## src/rtl/serial_addsub.sv

```systemverilog
// -----------------------------------------------------------------------------
// serial_addsub
//   Multi-cycle two's-complement adder/subtractor. Operands are latched on an
//   input handshake. The sum is then formed CHUNK bits per clock, LSB chunk
//   first, with a registered ripple carry between chunks. The finished result
//   is held on S/Cout/Ovf until the output handshake completes.
//
// Parameters
//   WIDTH     operand/result width in bits (>= 1)
//   CHUNK     bits processed per CALC cycle; must divide WIDTH
//
// Ports
//   clk       rising-edge clock
//   rst_n     asynchronous active-low reset
//   in_valid  operand set present
//   in_ready  block can accept operands (IDLE only)
//   A, B      operands
//   Cin       carry-in (add) / borrow-in (sub)
//   Sub       0: A+B+Cin, 1: A-B-Cin
//   out_valid result available (DONE)
//   out_ready consumer takes the result
//   S         registered result
//   Cout      carry out of the MSB (sub: 1 = no borrow)
//   Ovf       two's-complement signed overflow
// -----------------------------------------------------------------------------
module serial_addsub #(
    parameter int WIDTH = 16,
    parameter int CHUNK = 4
) (
    input  logic             clk,
    input  logic             rst_n,
    input  logic             in_valid,
    output logic             in_ready,
    input  logic [WIDTH-1:0] A,
    input  logic [WIDTH-1:0] B,
    input  logic             Cin,
    input  logic             Sub,
    output logic             out_valid,
    input  logic             out_ready,
    output logic [WIDTH-1:0] S,
    output logic             Cout,
    output logic             Ovf
);

    localparam int NCHUNK = WIDTH / CHUNK;
    localparam int CNT_W  = (NCHUNK > 1) ? $clog2(NCHUNK) : 1;
    localparam logic [CNT_W-1:0] LAST_CHUNK = CNT_W'(NCHUNK - 1);

    localparam logic [1:0] IDLE = 2'd0;
    localparam logic [1:0] CALC = 2'd1;
    localparam logic [1:0] DONE = 2'd2;

    generate
        if ((CHUNK < 1) || (CHUNK > WIDTH) || ((WIDTH % CHUNK) != 0)) begin : g_bad_params
            $error("serial_addsub: CHUNK must be in 1..WIDTH and divide WIDTH");
        end
    endgenerate

    // Control and result registers (reset)
    logic [1:0]       state_q, state_d;
    logic [CNT_W-1:0] cnt_q, cnt_d;
    logic [WIDTH-1:0] s_q, s_d;
    logic             cout_q, cout_d;
    logic             ovf_q, ovf_d;

    // Working registers (no reset; only meaningful after an accept)
    logic [WIDTH-1:0] a_q, a_d;
    logic [WIDTH-1:0] b_q, b_d;
    logic [WIDTH-1:0] sum_q, sum_d;
    logic             carry_q, carry_d;

    // Operands are shifted right each CALC cycle so the active chunk is always
    // in the low CHUNK bits; partial sums are shifted in from the top so the
    // first chunk ends up at bit 0 after NCHUNK cycles.
    logic [CHUNK-1:0]       a_chunk, b_chunk;
    logic [CHUNK:0]         csum;
    logic [WIDTH+CHUNK-1:0] a_ext, b_ext, sum_ext;
    logic [WIDTH-1:0]       a_shift, b_shift, sum_shift;
    logic                   msb_cin;

    assign a_chunk   = a_q[CHUNK-1:0];
    assign b_chunk   = b_q[CHUNK-1:0];
    assign csum      = {1'b0, a_chunk} + {1'b0, b_chunk} + {{CHUNK{1'b0}}, carry_q};
    assign a_ext     = {{CHUNK{1'b0}}, a_q};
    assign b_ext     = {{CHUNK{1'b0}}, b_q};
    assign sum_ext   = {csum[CHUNK-1:0], sum_q};
    assign a_shift   = a_ext[WIDTH+CHUNK-1:CHUNK];
    assign b_shift   = b_ext[WIDTH+CHUNK-1:CHUNK];
    assign sum_shift = sum_ext[WIDTH+CHUNK-1:CHUNK];
    // Carry into a bit equals a ^ b ^ sum of that bit; used for the MSB of the
    // last chunk to form signed overflow.
    assign msb_cin   = a_chunk[CHUNK-1] ^ b_chunk[CHUNK-1] ^ csum[CHUNK-1];

    always_comb begin
        state_d = state_q;
        cnt_d   = cnt_q;
        s_d     = s_q;
        cout_d  = cout_q;
        ovf_d   = ovf_q;
        a_d     = a_q;
        b_d     = b_q;
        sum_d   = sum_q;
        carry_d = carry_q;
        case (state_q)
            IDLE: begin
                if (in_valid) begin
                    a_d     = A;
                    b_d     = B ^ {WIDTH{Sub}};
                    carry_d = Cin ^ Sub;
                    cnt_d   = '0;
                    state_d = CALC;
                end
            end
            CALC: begin
                a_d     = a_shift;
                b_d     = b_shift;
                sum_d   = sum_shift;
                carry_d = csum[CHUNK];
                cnt_d   = cnt_q + CNT_W'(1);
                if (cnt_q == LAST_CHUNK) begin
                    s_d     = sum_shift;
                    cout_d  = csum[CHUNK];
                    ovf_d   = msb_cin ^ csum[CHUNK];
                    state_d = DONE;
                end
            end
            DONE: begin
                if (out_ready) begin
                    state_d = IDLE;
                end
            end
            default: state_d = IDLE;
        endcase
    end

    always_ff @(posedge clk or negedge rst_n) begin
        if (!rst_n) begin
            state_q <= IDLE;
            cnt_q   <= '0;
            s_q     <= '0;
            cout_q  <= 1'b0;
            ovf_q   <= 1'b0;
        end else begin
            state_q <= state_d;
            cnt_q   <= cnt_d;
            s_q     <= s_d;
            cout_q  <= cout_d;
            ovf_q   <= ovf_d;
        end
    end

    always_ff @(posedge clk) begin
        a_q     <= a_d;
        b_q     <= b_d;
        sum_q   <= sum_d;
        carry_q <= carry_d;
    end

    assign in_ready  = (state_q == IDLE);
    assign out_valid = (state_q == DONE);
    assign S         = s_q;
    assign Cout      = cout_q;
    assign Ovf       = ovf_q;

endmodule

```

## config.mk

```make
export PLATFORM = sky130hd
export DESIGN_NAME = serial_addsub
export DESIGN_NICKNAME = d
export VERILOG_FILES = /design/src/rtl/serial_addsub.sv
export SDC_FILE = /design/constraint.sdc
export NUM_CORES = 1
export LEC_CHECK = 0
export CORE_UTILIZATION = 45
export CTS_CLUSTER_DIAMETER = 120
export CTS_CLUSTER_SIZE = 28
export DETAILED_ROUTE_END_ITERATION = 10
export PLACE_DENSITY = 0.74
export SLEW_MARGIN = 20
export SYNTH_ARGS = -nofsm -noshare
export SYNTH_HDL_FRONTEND = slang
export SYNTH_SLANG_ARGS = --single-unit
```

## constraint.sdc

```tcl
create_clock -name clk -period 2.1 [get_ports clk]
set_input_delay 0.42 -clock clk [delete_from_list [all_inputs] [get_ports clk]]
set_output_delay 0.42 -clock clk [all_outputs]
set_load 0.005 [all_outputs]
```

After elaboration in Yosys (flattened, before gate mapping)

Cells that the tools add are included.
W data, S select, Z words.

Register bits: 71
Bits of input ports: 38
Output and inout port bits: 20
Word-level logic and storage cells: 40

Add/subtract/negate cells: 3
Eq/ne operators: 6
Mux-type cells: 12
Bitwise gates (word level): 5
Reduce and logical (&&, ||, !) cells: 5

Operators by type and width:

| cell                  | number |
|---|---|
| $pmux W16 S2          | 2 |
| $mux W16              | 2 |
| $xor A16 B16 Y16      | 1 |
| $mux W2               | 4 |
| $pmux W2 S3           | 1 |
| $add A4 B4 Y5         | 1 |
| $add A5 B1 Y5         | 1 |
| $eq A2 B2 Y1 const B  | 2 |
| $ne A2 B2 Y1 const B  | 2 |
| $pmux W2 S2           | 1 |
| $reduce_and A2 Y1     | 2 |
| $xor A1 B1 Y1         | 4 |
| $reduce_and A3 Y1     | 1 |
| $add A2 B1 Y2 const B | 1 |
| $eq A2 B1 Y1 const B  | 1 |
| $logic_not A2 Y1      | 1 |
| $ne A2 B1 Y1 const B  | 1 |
| $pmux W1 S2           | 1 |
| $reduce_bool A2 Y1    | 1 |
| $mux W1               | 1 |

Logic depth before layout (Yosys ltp)

Gate-level depths: netlist (run 1).

Word-level depth: 4
Mapped depth: 7
Mapped depth without buffers: 7

Least setup slack after synthesis (run 1)

Ideal clock, no wire load.

Path kind: register to register
Start: register a_q[0]
End: register ovf_q, in the netlist Ovf
Setup time: 127 ps
Arrival time: 1521 ps
Data required time: 1973 ps
Slack: 453 ps
Cell stages (with the launch flop): 8
Path buffers: 0
Clock period less this slack: 1647 ps
Cells stage by stage: edfxtp_1 -> fa_1 -> inv_1 -> fa_1 -> nand2b_1 -> a21oi_1 -> xor2_1 -> o21ai_0

Longest elaborated chain between the ends: 4

Ends and longest elaborated chain:

| item                   | RTL line | text |
|---|---|---|
| start, declared        | 67       | `logic [WIDTH-1:0] a_q, a_d;` |
| start signal, assigned | 153      | `a_q <= a_d;` |
| $add A4 B4 Y5 (*)      | 83       | `assign csum = {1'b0, a_chunk} + {1'b0, b_chunk} + {{CHUNK{1'b0}}, carry_q};` |
| $add A5 B1 Y5 (*)      | 83       |  |
| $xor A1 B1 Y1          | 92       | `assign msb_cin = a_chunk[CHUNK-1] ^ b_chunk[CHUNK-1] ^ csum[CHUNK-1];` |
| $xor A1 B1 Y1 (*)      | 123      | `ovf_d = msb_cin ^ csum[CHUNK];` |
| end signal, assigned   | 148      | `ovf_q <= ovf_d;` |
| end, declared          | 64       | `logic ovf_q, ovf_d;` |

Mark *: on every way between the ends. The rest lies on a longest branch, timed or not.
A chain may end at the register's enable or synchronous reset.

Worst setup path after layout (run 1)

Start: register state_q[0]
End: output port out_valid

Longest elaborated chain between the ends: 1

Ends and longest elaborated chain:

| item                   | RTL line | text |
|---|---|---|
| start, declared        | 60       | `logic [1:0] state_q, state_d;` |
| start signal, assigned | 144      | `state_q <= state_d;` |
| $eq A2 B2 Y1           | 160      | `assign out_valid = (state_q == DONE);` |
| end, declared          | 38       | `output logic out_valid,` |

No other way between the ends.

==> summary.md, run 1 <==
| Metric | Value |
|---|---|
| Cell Chain, Critical Path | `nand2b_1, inv_1, clkdlybuf4s50_1` |
| Top flip-flop cell by instance count after synthesis | `sky130_fd_sc_hd__edfxtp_1` |
| Top cells by area, synth | `sky130_fd_sc_hd__edfxtp_1 46%, sky130_fd_sc_hd__dfrtp_1 19%, sky130_fd_sc_hd__mux2_4 7.7%` |
| RR Endpoint | `Ovf$_DFFE_PN0P_` |
| Post-cts sizing count | `0` |
| Gate family responsible for the most delay along the worst path | `buffers and inverters` |
| Grt ovf | `0` |
| Upper clock frequency limit | `approximately 530 MHz` |
| Max stage delay on crit path | `between 0.4 and 0.5 ns` |
| Proportion of netlist area held by the largest area contributor | `46.5%` |
| RSZ-0062 raised after global routing | `false` |
| Peak ir drop on the vdd network | `roughly 0.82 mV` |
| Worst clock skew on the final layout | `just over 0.004 ns` |
| HP Class | `in2async` |
| Reg2reg setup slack | `between 0.3 and 0.4 ns` |
| Maximum Capacitance Violations | `0` |
| Period Utilization, post-route | `about nine tenths` |
| Die outline width | `between 80 and 90 um` |
| Leading cell type by number of instances after synthesis | `sky130_fd_sc_hd__nand2_1` |
| Worst Path Buf+Inv | `2` |
| Launch point of the worst reg-to-reg path | `b_q[0]$_DFFE_PP_` |
| DRC violation total after the first TritonRoute iteration | `roughly 120` |
| Total global-route track usage | `15.8%` |
| Number of setup violations in the final report | `0` |
| Final Hold Violating Endpoints | `0` |
| CTS clock-pin slew for the worst setup and hold paths | `approximately 0.070 ns` |
| TritonCTS clock tree | `yes` |
| Crit path required time | `1.68 ns` |
| FP Rows | `28` |
| Capturing instance or port of the critical path | `out_valid` |
| Post-CTS Setup Bufs | `0` |
| Logic depth of the worst register-to-register path | `7` |
| Async set or reset register ratio after synthesis | `32.8%` |
| Vertical die dimension | `82.4 um` |
| LEAKAGE | `about 1.6 nW` |
| DR vias | `~1700` |
| Synth cell count leaders | `52 x sky130_fd_sc_hd__nand2_1, 45 x sky130_fd_sc_hd__edfxtp_1, 22 x sky130_fd_sc_hd__dfrtp_1` |
| Transition time of the tightest slew-check pin | `~0.41 ns` |
| Placed instance area | `around 3500 sq um` |
| Startpoint of the most critical setup path | `state_q[0]$_DFFE_PN0P_` |
| CTS Buffer Depth | `2` |
| Routed vias/inst | `about 4.7` |
| Startpoint class of the critical path | `flip-flop` |
| Number of storage elements in the synthesis netlist | `67` |
| Unique masters post-synth | `25` |
| Wl on met1 | `around 2.0 mm` |
| Met3 layer wire length in the routed design | `roughly 270 um` |
| DPL Wire Length | `about 3 mm` |
| Number of H-tree levels | `3` |
| Clock buffer count from CTS | `9` |
| Via count of the first global-routing pass | `~1700` |
| Final total negative setup slack | `0 ns` |
| Slowest-stage cell, CP | `sky130_fd_sc_hd__clkdlybuf4s50_1` |
| Met2 layer wire length in the routed design | `2.04 mm` |
| Largest driver fanout on the critical path | `5` |
| Post-detailed-route wirelength per cell | `about 12 um` |
| Cell depth of the worst setup path | `3` |
| Pin count of the biggest net entering global routing | `34` |
| Data arrival time at the worst-slack endpoint | `1.45 ns` |
| CTS Hold Bufs | `0` |
| Post-synthesis area per instance | `approximately 13 sq um` |
| First-pass GRT wire length | `roughly 7.7 mm` |
| TritonCTS sink count | `67` |
| Number of port buffers | `57` |
| Starting Density | `48.0%` |
| Min Tclk post-route | `roughly 1.9 ns` |
| Number of synthesized flops with an enable pin | `45` |
| Net total in the final layout | `323` |
| Layout overhead on the synthesized area | `29.0%` |
| Final estimated routing congestion in global placement | `approximately 0.75` |
| Capturing element type of the critical path | `primary output` |
| Netlist Area Pre-Place | `2910 sq um` |
| Max transition margin | `roughly 72%` |
| Top Ports | `a little under 60` |
| Die Footprint | `6790 sq um` |
| Total power after layout | `between 5 and 6 mW` |
| Sequential area share after synthesis | `65.4%` |
| Cell at the root of the clock tree | `sky130_fd_sc_hd__clkbuf_8` |
| Total number of yosys warnings | `0` |
| Antenna violations before repair | `0` |
| Total power density per cell area | `approximately 1600 nW/um^2` |
| Nets in the synthesized netlist | `260` |
| Wirelength, routed | `between 4 and 5 mm` |
| Final Slew Violations | `0` |
| Final ANT Viol Nets | `0` |
| Dominant cell type by area after synthesis | `sky130_fd_sc_hd__edfxtp_1` |
| Core Region | `a little over 6000 sq um` |
| Highest routed metal layer | `met4` |
| Antenna diodes | `0` |
| Instance count of the mapped netlist | `between 200 and 250` |
| Outcome | `finished clean` |
| Iteration count of the initial detailed-routing pass | `4` |
| Skew-Pair Late Insertion Delay | `0.33 ns` |
| Drt drc | `0` |
| Fraction of final layout cells with drive strength greater than 1 | `14.1%` |
| Final Cell Area | `roughly 3800 sq um` |
| Kind of critical path | `reg2out` |
-- cell families after synthesis --
| family | count (synthesis) | share of synthesized area (%) |
|---|---|---|
| adder cells (fa/ha/maj) | 6 | 3.10 |
| AND/OR/NAND/NOR | 67 | 9.51 |
| multiplexers | 16 | 8.13 |
| AO/OA/AOI/OAI | 23 | 4.39 |
| flip-flops | 67 | 65.4 |
| buffers and inverters | 17 | 3.44 |
| XOR/XNOR | 20 | 6.02 |
-- area by class of cell --
| cell class | count | area, sq um |
|---|---|---|
| Fill cell | 492 | 2310 |
| Clock inverter | 4 | 46.3 |
| Multi-Input combinational cell | 132 | 906 |
| Inverter | 7 | 31.3 |
| Clock buffer | 12 | 165 |
| Sequential cell | 67 | 1900 |
| Tap cell | 75 | 93.8 |
| Timing Repair Buffer | 62 | 608 |
-- worst min-delay path by stage --
stage	start	endpoint	slack, ns
2_1_floorplan	rst_n	Cout$_DFFE_PN0P_	0.12
3_3_place_gp	sum_q[10]$_DFFE_PN_	sum_q[6]$_DFFE_PN_	0.43
3_5_place_dp	sum_q[12]$_DFFE_PN_	sum_q[8]$_DFFE_PN_	0.43
4_1_cts	rst_n	Cout$_DFFE_PN0P_	0.44
5_1_grt	sum_q[12]$_DFFE_PN_	sum_q[8]$_DFFE_PN_	0.45
6_report	rst_n	S[13]$_DFFE_PN0P_	0.45
-- power by group --
group          internal (mW)  switching, mW
registers               2.39          0.276
logic                   1.14           1.05
clock network          0.642          0.466
total                   4.17           1.79
-- metal layers --
layer | global-route usage [%] | vias up
li1 | - | 854
met1 | 19.5 | 781
met2 | 24.9 | 57
met3 | 5.38 | 6
met4 | 7.37 | 0
met5 | 0 | -
-- per-stage QoR --
stage,utilization [%],setup WS (ns),cells,hold WS (ns)
2_1_floorplan,-,0.453,216,0.124
3_3_place_gp,58.4,0.314,343,0.429
3_5_place_dp,58.4,0.294,343,0.434
4_1_cts,61.9,0.205,359,0.436
5_1_grt,61.9,0.149,359,0.455
6_report,61.9,0.230,359,0.446
-- cells in the final DEF (no fill, tap or decap), types with 2 or more instances in the layout --
cell	count
sky130_fd_sc_hd__and2_1	4
sky130_fd_sc_hd__ha_1	4
sky130_fd_sc_hd__a21oi_1	2
sky130_fd_sc_hd__nand2_1	52
sky130_fd_sc_hd__clkdlybuf4s50_1	57
sky130_fd_sc_hd__nor2_1	7
sky130_fd_sc_hd__inv_1	6
sky130_fd_sc_hd__o21ai_0	17
sky130_fd_sc_hd__buf_4	5
sky130_fd_sc_hd__nand2b_1	3
sky130_fd_sc_hd__clkinv_2	2
sky130_fd_sc_hd__fa_1	2
sky130_fd_sc_hd__edfxtp_1	45
sky130_fd_sc_hd__mux2_4	15
sky130_fd_sc_hd__xnor2_1	19
sky130_fd_sc_hd__dfrtp_1	22
sky130_fd_sc_hd__clkbuf_8	12
-- flip-flops by register name, indices dropped and copies added (netlist names) --
name,cells
state_q,2
b_q,16
sum_q,12
S,16
cnt_q,2
carry_q,1
Cout,1
a_q,16
Ovf,1
(Power assumes the default switching activity.)
==> run 2, diff against run 1 <==
- CORE_MARGIN: default -> 3
==> run 2 against run 1 <==
Compared with the run above: register-to-register slack worse by 0.05 ns; first-iteration DRC count fell by 50%; clock power increased by 5%; wire length is 6.9% higher; combinational power increased by 3%; non-clock buffer count did not move; power is 2.4% higher; critical path depth did not move; worst hold slack got worse by 0.0033 ns; critical path type unchanged.
==> summary.md, run 2 (synthesis results as in run 1) <==
| Metric | Value |
|---|---|
| Outcome | `finished clean` |
| HP Class | `in2async` |
| Vertical die dimension | `between 80 and 90 um` |
| Layout overhead on the synthesized area | `30.1%` |
| Iteration count of the initial detailed-routing pass | `4` |
| Final total negative setup slack | `0 ns` |
| DPL Wire Length | `3.26 mm` |
| Die outline width | `86.4 um` |
| TritonCTS sink count | `67` |
| Number of port buffers | `57` |
| Fraction of final layout cells with drive strength greater than 1 | `between 10% and 20%` |
| Data arrival time at the worst-slack endpoint | `1.45 ns` |
| Total global-route track usage | `roughly 14%` |
| Post-Route Utilization | `just over 60%` |
| Grt ovf | `0` |
| DR vias | `1688` |
| Combinational fraction of design power | `37.1%` |
| Final Cell Area | `3780 sq um` |
| Most common library cell in the layout ignoring fill and taps | `sky130_fd_sc_hd__clkdlybuf4s50_1` |
| Area occupied by multi-input gates | `approximately 900 sq um` |
| Routed vias/inst | `between 4 and 5` |
| Antenna violations before repair | `0` |
| Largest driver fanout on the critical path | `5` |
| Kind of critical path | `reg2out` |
| Maximum Capacitance Violations | `0` |
| Switching pwr | `around 1.9 mW` |
| Peak ir drop on the vdd network | `around 0.8 mV` |
| Drt drc | `0` |
| Top Ports | `between 50 and 60` |
| Net total in the final layout | `323` |
| Number of setup violations in the final report | `0` |
| TritonCTS clock tree | `yes` |
| Post-placement cell count | `approximately 340` |
| Internal portion of total power | `4.25 mW` |
| Final Hold Violating Endpoints | `0` |
| FP Rows | `28` |
| Startpoint class of the critical path | `flip-flop` |
| Part of the power in the clock network | `19.2%` |
| Wirelength, routed | `4.68 mm` |
| First-pass GRT wire length | `between 7 and 8 mm` |
| Post-CTS Setup Bufs | `0` |
| Upper clock frequency limit | `536 MHz` |
| Via count of the first global-routing pass | `roughly 1800` |
| Max stage delay on crit path | `between 0.4 and 0.5 ns` |
| Starting Density | `a little under half` |
| Leading cell types in the layout, fill and taps excluded | `57 x sky130_fd_sc_hd__clkdlybuf4s50_1, 52 x sky130_fd_sc_hd__nand2_1, 45 x sky130_fd_sc_hd__edfxtp_1, 22 x sky130_fd_sc_hd__dfrtp_1, 19 x sky130_fd_sc_hd__xnor2_1` |
| Count of placed standard cells in the final layout, fillers left out | `~360` |
| Fill cells | `about 500` |
| CTS clock-pin slew for the worst setup and hold paths | `about 0.080 ns` |
| Worst clock skew on the final layout | `just under 0.009 ns` |
| RSZ-0062 raised after global routing | `false` |
| Period Utilization, post-route | `about nine tenths` |
| Antenna diodes | `0` |
| Final ANT Viol Nets | `0` |
| Pin count of the biggest net entering global routing | `38` |
| Net switching share of the total power | `between 30% and 40%` |
| CTS Hold Bufs | `0` |
| Post-detailed-route wirelength per cell | `about 13 um` |
| Slowest-stage cell, CP | `sky130_fd_sc_hd__clkdlybuf4s50_1` |
| Post-cts sizing count | `0` |
| Final Slew Violations | `0` |
| Area taken by flip-flops and latches | `about 1900 sq um` |
| Total power density per cell area | `roughly 1600 nW/um^2` |
| Transition time of the tightest slew-check pin | `~0.42 ns` |
| Die Footprint | `roughly 7500 sq um` |
| Skew-Pair Late Insertion Delay | `0.33 ns` |
| Capturing element type of the critical path | `primary output` |
| Cell at the root of the clock tree | `sky130_fd_sc_hd__clkbuf_8` |
| Number of H-tree levels | `3` |
| Share of power burned in registers | `43.7%` |
| Final estimated routing congestion in global placement | `0.785` |
| Core Region | `between 6000 and 7000 sq um` |
| Crit path required time | `1.68 ns` |
| Placed instance area | `~3600 sq um` |
| Clock buffer count from CTS | `9` |
| Max transition margin | `between 70 and 80%` |
| DRC violation total after the first TritonRoute iteration | `61` |
| Cell Chain, Critical Path | `nand2b_1, inv_1, clkdlybuf4s50_1` |
| Min Tclk post-route | `1.87 ns` |
| CTS Buffer Depth | `2` |
| LEAKAGE | `between 1.5 and 2 nW` |
[run 2: critical path: cells and delay by family, from the launching register on]
family / cells / cell delay (ns)
buffers and inverters: 2 / 0.54
flip-flops: 1 / 0.42
AND/OR/NAND/NOR: 1 / 0.16
[run 2: power by group through the flow]
stage	clock network, mW	registers, mW	logic, mW
global route	1.25	2.76	2.58
detailed placement	0	2.71	2.31
finish	1.17	2.67	2.26
CTS	1.20	2.69	2.32
global placement	0	2.66	2.23
floorplan	0	2.64	1.53
[run 2: worst paths after layout]
| check | startpoint | endpoint | slack [ns] | cells past startpoint |
|---|---|---|---|---|
| max in group asynchronous | rst_n | S[5]$_DFFE_PN0P_ | 1.43 | 2 |
| setup reg to reg | b_q[0]$_DFFE_PP_ | Ovf$_DFFE_PN0P_ | 0.29 | 7 |
| setup / recovery | state_q[0]$_DFFE_PN0P_ | out_valid | 0.23 | 3 |
| hold reg to reg | sum_q[9]$_DFFE_PN_ | sum_q[5]$_DFFE_PN_ | 0.45 | 0 |
| hold / removal | rst_n | S[14]$_DFFE_PN0P_ | 0.44 | 2 |
| min in group clk | sum_q[9]$_DFFE_PN_ | sum_q[5]$_DFFE_PN_ | 0.45 | 0 |
[run 2: metrics by stage]
step / total power, mW / hold slack, ns / worst slack [ns]
finish: 6.10 / 0.442 / 0.234
global route: 6.59 / 0.450 / 0.101
CTS: 6.21 / 0.443 / 0.209
detailed placement: 5.02 / 0.439 / 0.280
global placement: 4.89 / 0.428 / 0.305
floorplan: 4.17 / 0.124 / 0.453
[run 2: area by class of cell]
class	instances	area share, %
inverter	7	0.827
clock buffer	11	4.60
tap	75	2.48
timing repair buffer	62	16.4
clock inverter	5	1.49
sequential	67	50.3
multi-input combinational	132	23.9
[run 2: per-layer routing]
| metal | part of all wire [%] | GRT usage (%) | wire, um |
|---|---|---|---|
| met1 | 42 | 17.0 | 1980 |
| met2 | 50 | 22.6 | 2330 |
| met3 | 7.4 | 4.75 | 344 |
| met4 | 0.41 | 5.52 | 19 |
| met5 | 0 | 0 | 0 |
